$ cat src/rtl/timer_driver.sv
// Command-side controller for the 8-bit countdown timer: sequences power-on, config commit and stop,
// and reports expiry/done/arm-timeout. Optional `TIMER_DRIVER_EXP_CNT_EN adds a saturating expire counter.
module timer_driver #(
  parameter int ARM_TIMEOUT = 16
) (
  input  logic       clk,
  input  logic       reset,
  input  logic       cmd_valid,
  output logic       cmd_ready,
  input  logic       cmd_op,
  input  logic       cmd_mode,
  input  logic [7:0] cmd_value,
  output logic       tmr_on,
  output logic       tmr_off,
  output logic       tmr_ok,
  output logic       tmr_mode,
  output logic [7:0] tmr_value,
  input  logic [7:0] tmr_out,
  output logic       busy,
  output logic       expire,
  output logic       done,
  output logic       err
`ifdef TIMER_DRIVER_EXP_CNT_EN
  ,
  output logic [7:0] exp_cnt
`endif
);

  localparam int CW = $clog2(ARM_TIMEOUT + 1);

  typedef enum logic [2:0] {
    S_IDLE, S_PWR, S_ARM, S_OK, S_BLANK, S_RUN, S_FIN, S_STOP
  } state_t;

  state_t          state, state_nxt;
  logic [CW-1:0]   arm_cnt, arm_cnt_nxt;
  logic            err_nxt;
  logic            expire_nxt;
  logic            done_nxt;
  logic            accept, start_acc, stop_acc;

  always_ff @(posedge clk) begin
    if (reset) begin
      state     <= S_IDLE;
      arm_cnt   <= '0;
      tmr_on    <= 1'b0;
      tmr_off   <= 1'b0;
      tmr_ok    <= 1'b0;
      tmr_mode  <= 1'b0;
      tmr_value <= 8'h00;
      busy      <= 1'b0;
      expire    <= 1'b0;
      done      <= 1'b0;
      err       <= 1'b0;
    end else begin
      state   <= state_nxt;
      arm_cnt <= arm_cnt_nxt;
      tmr_on  <= (state_nxt == S_PWR);
      tmr_off <= (state_nxt == S_STOP);
      tmr_ok  <= (state_nxt == S_OK);
      busy    <= (state_nxt != S_IDLE);
      expire  <= expire_nxt;
      done    <= done_nxt;
      err     <= err_nxt;
      if (start_acc) begin
        tmr_mode  <= cmd_mode;
        tmr_value <= cmd_value;
      end
    end
  end

  // A stop always beats a simultaneous tmr_out==00, so a late stop never yields a spurious expire.
  always_comb begin
    cmd_ready   = 1'b0;
    state_nxt   = state;
    arm_cnt_nxt = arm_cnt;
    err_nxt     = err;
    expire_nxt  = 1'b0;
    done_nxt    = 1'b0;
    case (state)
      S_IDLE:                 cmd_ready = 1'b1;
      S_ARM, S_RUN, S_FIN:    cmd_ready = cmd_op;
      default:                cmd_ready = 1'b0;
    endcase
    accept    = cmd_valid & cmd_ready;
    start_acc = accept & ~cmd_op;
    stop_acc  = accept & cmd_op;
    case (state)
      S_IDLE: begin
        if (start_acc) begin
          err_nxt   = 1'b0;
          state_nxt = S_PWR;
        end
      end
      S_PWR: begin
        arm_cnt_nxt = '0;
        state_nxt   = S_ARM;
      end
      S_ARM: begin
        if (stop_acc) begin
          state_nxt = S_STOP;
        end else if (tmr_out == 8'h00) begin
          state_nxt = S_OK;
        end else begin
          arm_cnt_nxt = arm_cnt + CW'(1);
          if (arm_cnt_nxt == CW'(ARM_TIMEOUT)) begin
            err_nxt   = 1'b1;
            state_nxt = S_STOP;
          end
        end
      end
      S_OK:    state_nxt = S_BLANK;
      S_BLANK: state_nxt = S_RUN;
      S_RUN: begin
        if (stop_acc) begin
          state_nxt = S_STOP;
        end else if (tmr_out == 8'h00) begin
          expire_nxt = 1'b1;
          if (!tmr_mode) state_nxt = S_FIN;
        end
      end
      S_FIN: begin
        if (stop_acc) begin
          state_nxt = S_STOP;
        end else if (tmr_out == 8'hFF) begin
          done_nxt  = 1'b1;
          state_nxt = S_IDLE;
        end
      end
      S_STOP:  state_nxt = S_IDLE;
      default: state_nxt = S_IDLE;
    endcase
  end

`ifdef TIMER_DRIVER_EXP_CNT_EN
  always_ff @(posedge clk) begin
    if (reset) begin
      exp_cnt <= 8'h00;
    end else if (start_acc) begin
      exp_cnt <= 8'h00;
    end else if (expire_nxt && (exp_cnt != 8'hFF)) begin
      exp_cnt <= exp_cnt + 8'd1;
    end
  end
`endif

endmodule

$ cat config.mk
export PLATFORM = sky130hd
export DESIGN_NAME = timer_driver
export DESIGN_NICKNAME = d
export VERILOG_FILES = /design/src/rtl/timer_driver.sv
export SDC_FILE = /design/constraint.sdc
export NUM_CORES = 1
export LEC_CHECK = 0
export CAP_MARGIN = 20
export CORE_MARGIN = 4
export CORE_UTILIZATION = 40
export CTS_BUF_LIST = sky130_fd_sc_hd__clkbuf_4 sky130_fd_sc_hd__clkbuf_8 sky130_fd_sc_hd__clkbuf_16
export DETAILED_ROUTE_END_ITERATION = 8
export PLACE_DENSITY_LB_ADDON = 0.15
export SLEW_MARGIN = 10
export SYNTH_ARGS = -nofsm -noshare
export SYNTH_HDL_FRONTEND = slang
export SYNTH_SLANG_ARGS = --single-unit
$ cat constraint.sdc
create_clock -name clk -period 5.1 [get_ports clk]
set_input_delay 1.53 -clock clk [delete_from_list [all_inputs] [get_ports clk]]
set_output_delay 1.53 -clock clk [all_outputs]
set_load 0.02 [all_outputs]
**After elaboration in Yosys (flattened, before gate mapping)**

Cells that the tools add are included.

- Bitwise operators: 6
- Reductions and logical operators: 10
- Eq/ne operators: 16
- Multiplexer cells: 21
- $add $sub $neg: 1

Operators by type and width:

| kind | count |
|---|---|
| 3-bit two-way mux | 9 |
| 3-bit case mux with 8 select lines | 1 |
| 3-bit == test (second input constant) | 5 |
| 5-bit two-way mux | 2 |
| 5-bit case mux with 2 select lines | 1 |
| 3-bit by 2-bit == test with 1-bit output (second input constant) | 3 |
| 3-bit OR reduction | 3 |
| 8-bit == test (second input constant) | 1 |
| 8-bit logical NOT | 1 |
| 2-bit != test (second input constant) | 4 |
| 3-bit by 1-bit == test with 1-bit output (second input constant) | 2 |
| 1-bit two-way mux | 6 |
| 5-bit by 1-bit adder with 5-bit output (second input constant) | 1 |
| 5-bit == test (second input constant) | 1 |
| 5-bit AND reduction | 1 |
| 1-bit case mux with 2 select lines | 2 |
| 2-bit nonzero test | 2 |
| 1-bit bitwise AND | 3 |
| 3-bit logical NOT | 1 |
| 1-bit NOT | 3 |
| 3-bit AND reduction | 1 |
| 3-bit nonzero test | 1 |

- Input port bits: 21
- Output and inout port bits: 17
- Register bits: 24
- Logic and storage cells: 65

**Depth between registers and ports, before layout**

Gate-level depths: netlist of run 1.

- Word-level depth: 8
- Mapped depth: 6
- Depth with buffers taken out: 5

**Worst setup path after synthesis of run 1**

OpenSTA, ideal clock, no wires.

- Path kind: input port to output port
- Start: input cmd_op
- End: output cmd_ready
- Arrival time: 1.878 ns
- Buffers on the path: 0
- Cell stages on the path: 3
- Setup slack: 1.692 ns
- Data required time: 3.570 ns
- Path through: nand2_1 a21oi_1 a31o_2

- Cells in the longest elaborated chain, start to end: 1

RTL lines:

| what | RTL line | text |
|---|---|---|
| start, declared | 10 | `input logic cmd_op,` |
| 1-bit case mux with 2 select lines | 80 | `case (state)` |
| end, declared | 9 | `output logic cmd_ready,` |

Every way passes these cells.

**Final worst setup path of run 1**

Ends and elaborated chain as after synthesis.

==> results_tabular.tex, run 1 <==
\begin{tabular}{lr}
\hline
Metric & Value \\
\hline
\multicolumn{2}{l}{\textbf{Placement}} \\
Pre-CTS setup slack & 566 ps \\
Cell Area, Placed & 1550 um\^{}2 \\
Final GP Congestion & 0.885 \\
Port Buffers & 37 \\
Number of cells in the design after placement & 182 \\
Half-perimeter wire length after placement & 2100 um \\
\multicolumn{2}{l}{\textbf{STA}} \\
Final number of max-transition violations & 0 \\
Slew @ Worst Pin & 679 ps \\
Time the final worst path needs with I/O delays and setup & 4520 ps \\
Final setup margin & 578 ps \\
Final clock period utilization by the worst path & 88.7\% \\
Number of failing setup endpoints in the final timing report & 0 \\
Timing-limited maximum frequency & 0.221 GHz \\
Setup repair after global routing missed its margin & false \\
Final total negative setup slack & 0 ps \\
Relative slew slack & 54.1\% \\
Clk\_skew & 1.29 ps \\
Hold Fails Final Rpt & 0 \\
\multicolumn{2}{l}{\textbf{Global route}} \\
Largest net degree at the start of global routing & 20 \\
Initial antenna violation count & 0 \\
Overall global routing resource usage & 15.7\% \\
Via count of the first global-routing pass & 1,012 \\
Total overflow reported by the global router & 0 \\
Wire length of the first global-routing pass & 4420 um \\
\multicolumn{2}{l}{\textbf{Cells and area}} \\
\# fillers & 253 \\
Total Nets Final & 178 \\
Signed area change from the synthesized netlist to the final layout & 36.5\% \\
Post-route cell area & 1590 um\^{}2 \\
Total area of sequential cells & 480 um\^{}2 \\
Final antenna diode count & 0 \\
Ratio of cells with drive above 1 in the final layout & 12.9\% \\
Finished Layout Cells & 186 \\
Multi-input combinational cell area & 648 um\^{}2 \\
\multicolumn{2}{l}{\textbf{Synth}} \\
Total standard cell area after synthesis & 1160 um\^{}2 \\
Asr flop ratio synth & 0\% \\
Post-synth top area share & 41.4\% \\
Synthesized netlist net count & 140 \\
Number of synthesized flops with an enable pin & 0 \\
Number of distinct library cell variants in the gate-level netlist after synthesis & 48 \\
Cell count after synthesis & 118 \\
Primary FF master, synth & dfxtp\_1 \\
Largest cells by area after synthesis & dfxtp\_1 41\%, mux2i\_1 7.8\%, nor2\_1 5.2\% \\
Seq/Total Area, Yosys & 41.4\% \\
Number of synthesized register bits & 24 \\
Average footprint of a synthesized cell & 9.84 um\^{}2 \\
Yosys warning total & 0 \\
Synth area leader & dfxtp\_1 \\
\multicolumn{2}{l}{\textbf{Floorplanning}} \\
Area of the die & 3830 um\^{}2 \\
Horizontal die dimension & 61.9 um \\
Starting utilization of the core area & 42.1\% \\
Number of top-level pins & 38 \\
Std cell rows & 19 \\
Placeable Area & 2760 um\^{}2 \\
Floorplan die height & 61.9 um \\
\multicolumn{2}{l}{\textbf{Worst setup path}} \\
Start of the worst register-to-register path & state[2] \\
Endpoint of the worst-slack reg-to-reg timing path & busy \\
Critical path type & in2out \\
Register-to-register path setup slack & 3070 ps \\
Critical path peak fanout & 6 \\
Endpoint arrival time on the critical path & 2990 ps \\
Reg2reg path depth & 5 \\
CP required & 3570 ps \\
Type of element capturing the critical path & output port \\
Crit path launch type & input port \\
\multicolumn{2}{l}{\textbf{Worst hold path}} \\
Hold Path Class & reg2reg \\
Hold endpoint & err \\
Number of cells traversed by the worst hold path & 2 \\
Hold wc startpoint & err \\
\multicolumn{2}{l}{\textbf{Status}} \\
Result of the run & complete, no violations \\
\multicolumn{2}{l}{\textbf{Routing}} \\
Number of design-rule violations left by the first detailed-router iteration & 31 \\
Detailed-route vias per instance & 5.41 \\
Overall via count from detail\_route & 1,006 \\
Drt pass-1 iters & 4 \\
Routed len/inst & 14.1 um \\
Drt drc & 0 \\
Final Routed Wirelength & 2630 um \\
Antenna viol nets, final & 0 \\
\multicolumn{2}{l}{\textbf{Power and ir drop}} \\
Total Power Consumption & 0.608 mW \\
Power density cells & 384 nW/um\^{}2 \\
Static Leakage & 0.640 nW \\
Worst vdd rail ir drop & 0.000319 V \\
\multicolumn{2}{l}{\textbf{CTS}} \\
Buffer depth of the longest clock path & 2 \\
Maximum level of the CTS H-tree & 1 \\
Count of buffers added by post-CTS timing repair for setup & 0 \\
Skew-Pair Late Insertion Delay & 320 ps \\
Clock tree from TritonCTS & done \\
Cts bufs inserted & 3 \\
Root buf cell & clkbuf\_4 \\
Hold Buf Count CTS & 0 \\
Resize count post-CTS & 0 \\
Clock Sink Count & 24 \\
Post-CTS clock slew at the launch and capture registers of the worst setup and hold paths & 120 ps \\
\multicolumn{2}{l}{\textbf{Run}} \\
Max-Cap Viols & 0 \\
\hline
\end{tabular}
## critical path: stages
cell             delay [ps]
clkdlybuf4s50_1         560
nand2_1                  70
a21oi_1                 130
a31o_2                  110
clkdlybuf4s50_1         590
## state kept, by name (all words and copies together) (netlist names)
signal     cells
tmr_value      8
arm_cnt        5
state          3
busy           1
done           1
err            1
expire         1
tmr_mode       1
tmr_off        1
tmr_ok         1
tmr_on         1
## Yosys cell counts, types with 2 or more instances
cell / count
dfxtp_1: 24
nor2_1: 16
mux2i_1: 9
a21oi_1: 6
nand2_1: 4
nor2b_1: 4
inv_1: 3
nand3_1: 3
nor3b_1: 3
a21o_1: 2
a22o_2: 2
buf_2: 2
nand3b_1: 2
nand4_1: 2
o211ai_1: 2
or4_4: 2
## how the worst max path moves through the flow
stage / from / to / slack [ps] / cells after the start
3_3_place_gp: cmd_op / cmd_ready / 600 / 5
3_5_place_dp: cmd_op / cmd_ready / 570 / 5
4_1_cts: cmd_op / cmd_ready / 570 / 5
6_report: cmd_op / cmd_ready / 580 / 5
2_1_floorplan: cmd_op / cmd_ready / 1690 / 3
5_1_grt: cmd_op / cmd_ready / 480 / 5
## layout by cell type (no fill, tap or decap), types with 2 or more instances in the layout
| cell type | Yosys | final |
|---|---|---|
| a21o_1 | 2 | 2 |
| a21oi_1 | 6 | 6 |
| a22o_2 | 2 | 2 |
| clkbuf_4 | 0 | 3 |
| clkdlybuf4s50_1 | 0 | 37 |
| dfxtp_1 | 24 | 24 |
| inv_1 | 3 | 3 |
| mux2i_1 | 9 | 9 |
| nand2_1 | 4 | 4 |
| nand3_1 | 3 | 3 |
| nand3b_1 | 2 | 2 |
| nand4_1 | 2 | 2 |
| nor2_1 | 16 | 16 |
| nor2b_1 | 4 | 4 |
| nor3b_1 | 3 | 3 |
| o211ai_1 | 2 | 2 |
| or4_4 | 2 | 2 |
## per-layer routing
layer / track usage (%) / wire length (um)
met1: 17.0 / 1090
met4: 3.64 / 29
met2: 28.6 / 1320
met3: 6.40 / 184
met5: 0 / 0
## metrics by stage
stage	util [%]	hold slack, ps
finish	57.5	512
global route	57.5	564
CTS	57.5	526
detailed placement	56.2	490
global placement	56.2	473
floorplan	-	488
## cells by family (layout without fill, tap and decap cells)
| logic type | Yosys count | after routing | share of synthesized area, % |
|---|---|---|---|
| multiplexers | 10 | 10 | 8.73 |
| XOR/XNOR | 1 | 1 | 0.754 |
| AND/OR/NAND/NOR | 50 | 50 | 26.8 |
| buffers and inverters | 7 | 44 | 2.80 |
| adder cells (fa/ha/maj) | 1 | 1 | 1.08 |
| flip-flops | 24 | 24 | 41.4 |
| AO/OA/AOI/OAI | 25 | 25 | 18.4 |
## where the power goes
group / switching [mW] / total [mW] / internal (mW)
clock: 0.0563 / 0.100 / 0.0437
sequential: 0.0278 / 0.244 / 0.216
combinational: 0.132 / 0.264 / 0.132
## area by class of cell
cell class / instances / share of cell area, %
clock buffer: 4 / 2.29
inverter: 3 / 0.710
multi-input combinational: 87 / 40.9
sequential: 24 / 30.3
tap: 31 / 2.45
timing repair buffer: 37 / 23.4
Power figures use the tool's default switching activity.
==> run 2, diff against run 1 <==
--- a/config.mk
+++ b/config.mk
@@ -10,6 +10,7 @@
 export CORE_UTILIZATION = 40
 export CTS_BUF_LIST = sky130_fd_sc_hd__clkbuf_4 sky130_fd_sc_hd__clkbuf_8 sky130_fd_sc_hd__clkbuf_16
 export DETAILED_ROUTE_END_ITERATION = 8
+export MAX_ROUTING_LAYER = met4
 export PLACE_DENSITY_LB_ADDON = 0.15
 export SLEW_MARGIN = 10
 export SYNTH_ARGS = -nofsm -noshare
==> constraint.sdc (replaced) <==
create_clock -name clk -period 4.7 [get_ports clk]
set_input_delay 1.41 -clock clk [delete_from_list [all_inputs] [get_ports clk]]
set_output_delay 1.41 -clock clk [all_outputs]
set_load 0.02 [all_outputs]
==> run 2 against run 1 <==
Compared with the run above: combinational power up 8.7%; utilization did not move; clock power is 8% higher; sequential power grew 8.6%; hold slack about the same; sequential cell count unchanged; cell count stayed put; sequential share of layout area is the same; global-route usage grew 0.48 points; highest routed layer unchanged.
==> results_tabular.tex, run 2 (synthesis gave the netlist of run 1 again) <==
\begin{tabular}{lr}
\hline
Metric & Value \\
\hline
\multicolumn{2}{l}{\textbf{Status}} \\
Result of the run & complete, no violations \\
\multicolumn{2}{l}{\textbf{Worst setup path}} \\
Critical path peak fanout & 6 (unchanged) \\
Cell with the largest stage delay on the worst path & clkdlybuf4s50\_1 \\
Crit path launch type & input port \\
Crit-path most repeated cell & clkdlybuf4s50\_1 \\
CP required & 3290 ps (-280 ps) \\
Endpoint of the worst-slack reg-to-reg timing path & busy \\
Worst setup path end & cmd\_ready \\
Type of element capturing the critical path & output port \\
Register-to-register path setup slack & 2670 ps (-400 ps) \\
Cell-by-cell trace of the critical path & clkdlybuf4s50\_1 > nand2\_1 > a21oi\_1 > a31o\_2 > clkdlybuf4s50\_1 \\
Endpoint arrival time on the critical path & 2870 ps (-120 ps) \\
Critical Path Start & cmd\_op \\
Reg2reg path depth & 5 (unchanged) \\
Critical path type & in2out \\
Worst stage delay on the critical path & 590 ps (about the same) \\
Start of the worst register-to-register path & state[2] \\
\multicolumn{2}{l}{\textbf{Global route}} \\
Met2 GRT Util & 28.6\% (unchanged) \\
Layer carrying the most global-route usage & met2 \\
Via count of the first global-routing pass & 1,012 (unchanged) \\
Wire length of the first global-routing pass & 4420 um (unchanged) \\
Largest net degree at the start of global routing & 20 (unchanged) \\
Met1 Use GR & 17.2\% (+0.25 points) \\
Overall global routing resource usage & 16.2\% (+0.48 points) \\
Grt met3 use & 5.99\% (-0.41 points) \\
Total overflow reported by the global router & 0 (unchanged) \\
Initial antenna violation count & 0 (unchanged) \\
\multicolumn{2}{l}{\textbf{Placement}} \\
Half-perimeter wire length after placement & 2100 um (unchanged) \\
Port Buffers & 37 (unchanged) \\
Final GP Congestion & 0.900 (+1.7\%) \\
\multicolumn{2}{l}{\textbf{Floorplanning}} \\
Horizontal die dimension & 61.9 um (unchanged) \\
Number of top-level pins & 38 (unchanged) \\
Area of the die & 3830 um\^{}2 (unchanged) \\
Floorplan die height & 61.9 um (unchanged) \\
Starting utilization of the core area & 42.1\% (unchanged) \\
Placeable Area & 2760 um\^{}2 (unchanged) \\
Std cell rows & 19 (unchanged) \\
\multicolumn{2}{l}{\textbf{CTS}} \\
Cts bufs inserted & 3 (unchanged) \\
Post-CTS clock slew at the launch and capture registers of the worst setup and hold paths & 120 ps (about the same) \\
Resize count post-CTS & 0 (unchanged) \\
Skew-Pair Late Insertion Delay & 310 ps (about the same) \\
Buffer depth of the longest clock path & 2 (unchanged) \\
Root buf cell & clkbuf\_4 \\
Hold Buf Count CTS & 0 (unchanged) \\
Clock Sink Count & 24 (unchanged) \\
Count of buffers added by post-CTS timing repair for setup & 0 (unchanged) \\
Clock tree from TritonCTS & done \\
Maximum level of the CTS H-tree & 1 (unchanged) \\
\multicolumn{2}{l}{\textbf{Cells and area}} \\
Most common library cell in the layout ignoring fill and taps & clkdlybuf4s50\_1 \\
Ratio of cells with drive above 1 in the final layout & 12.9\% (unchanged) \\
\# fillers & 253 (unchanged) \\
Signed area change from the synthesized netlist to the final layout & 36.5\% (unchanged) \\
Total Nets Final & 178 (unchanged) \\
Register containing the most flip-flops in the final layout & tmr\_value \\
Final design utilization & 57.5\% (unchanged) \\
Commonest cells after routing, fill and taps aside & 37 x clkdlybuf4s50\_1, 24 x dfxtp\_1, 16 x nor2\_1 \\
Max reg flops & 8 (unchanged) \\
Biggest registers after layout & tmr\_value x8, arm\_cnt x5, state x3 \\
Final antenna diode count & 0 (unchanged) \\
\multicolumn{2}{l}{\textbf{STA}} \\
Hold Fails Final Rpt & 0 (unchanged) \\
Final clock period utilization by the worst path & 91.1\% \\
Number of failing setup endpoints in the final timing report & 0 (unchanged) \\
Slew @ Worst Pin & 679 ps (-0.00191 ps) \\
Timing-limited maximum frequency & 0.234 GHz \\
Final total negative setup slack & 0 ps (unchanged) \\
Relative slew slack & 54.1\% (about the same) \\
Setup repair after global routing missed its margin & false \\
Time the final worst path needs with I/O delays and setup & 4280 ps \\
Clk\_skew & 1.29 ps (+0.0000600 ps) \\
Final number of max-transition violations & 0 (unchanged) \\
\multicolumn{2}{l}{\textbf{Routing}} \\
Drt drc & 0 (unchanged) \\
Drt pass-1 iters & 4 (unchanged) \\
Antenna viol nets, final & 0 (unchanged) \\
Number of design-rule violations left by the first detailed-router iteration & 31 (unchanged) \\
Final Routed Wirelength & 2620 um (-0.27\%) \\
Routed len/inst & 14.1 um (-0.27\%) \\
Overall via count from detail\_route & 1,006 (unchanged) \\
Detailed-route vias per instance & 5.41 (unchanged) \\
\multicolumn{2}{l}{\textbf{Worst hold path}} \\
Number of cells traversed by the worst hold path & 2 (unchanged) \\
Hold Path Class & reg2reg \\
\multicolumn{2}{l}{\textbf{Power and ir drop}} \\
Static Leakage & 0.640 nW (unchanged) \\
Power density cells & 416 nW/um\^{}2 (+8.4\%) \\
Worst vdd rail ir drop & 0.000344 V (+8.1\%) \\
\multicolumn{2}{l}{\textbf{Run}} \\
Max-Cap Viols & 0 (unchanged) \\
\hline
\end{tabular}
## run 2: cell counts in the layout (fill, tap and decap cells not counted)
Identical to the previous run, type by type.
## run 2: cell type report
class                      count  area (um^2)  share of cell area, %
tap                           31         38.8                   2.45
multi-input combinational     87          648                   40.9
clock buffer                   4         36.3                   2.29
inverter                       3         11.3                  0.710
timing repair buffer          37          370                   23.4
sequential                    24          480                   30.3
## run 2: how the worst min path moves through the flow
stage	startpoint	endpoint	slack, ps
finish	err	err	510
floorplan	arm_cnt[3]	arm_cnt[3]	490
CTS	err	err	530
global placement	tmr_value[6]	tmr_value[6]	470
detailed placement	err	err	490
global route	tmr_value[5]	tmr_value[5]	560
## run 2: metrics by stage
stage               total power, mW  hold WS (ps)  worst slack, ps  instance area (um^2)  instances
floorplan                     0.459           488             1530                  1160        118
global placement              0.552           473              444                  1550        182
detailed placement            0.559           490              406                  1550        182
CTS                           0.668           526              407                  1590        186
global route                  0.704           564              325                  1590        186
finish                        0.659           512              418                  1590        186
## run 2: report_power, final
group          internal [mW]  switching [mW]
combinational          0.143           0.143
clock                 0.0474          0.0603
sequential             0.235          0.0302
total                  0.425           0.234
## run 2: worst max-delay path: cells and delay by family
family	cells	cell delay, ps
compound gates	2	240
buf+inv	2	1150
simple gates	1	70
## run 2: per-layer routing
layer  routed length [um]  share of wire [%]
met1                 1100                 42
met2                 1320                 50
met3                  169                6.5
met4                   25               0.95
met5                    0                  0
==> run 3, diff against run 2 <==
--- a/config.mk
+++ b/config.mk
@@ -10,6 +10,7 @@
 export CORE_UTILIZATION = 40
 export CTS_BUF_LIST = sky130_fd_sc_hd__clkbuf_4 sky130_fd_sc_hd__clkbuf_8 sky130_fd_sc_hd__clkbuf_16
 export DETAILED_ROUTE_END_ITERATION = 8
+export HOLD_SLACK_MARGIN = 0.08
 export MAX_ROUTING_LAYER = met4
 export PLACE_DENSITY_LB_ADDON = 0.15
 export SLEW_MARGIN = 10
==> results of run 3 <==
Same layout as run 2: the final DEF is identical, and so are final timing and power.
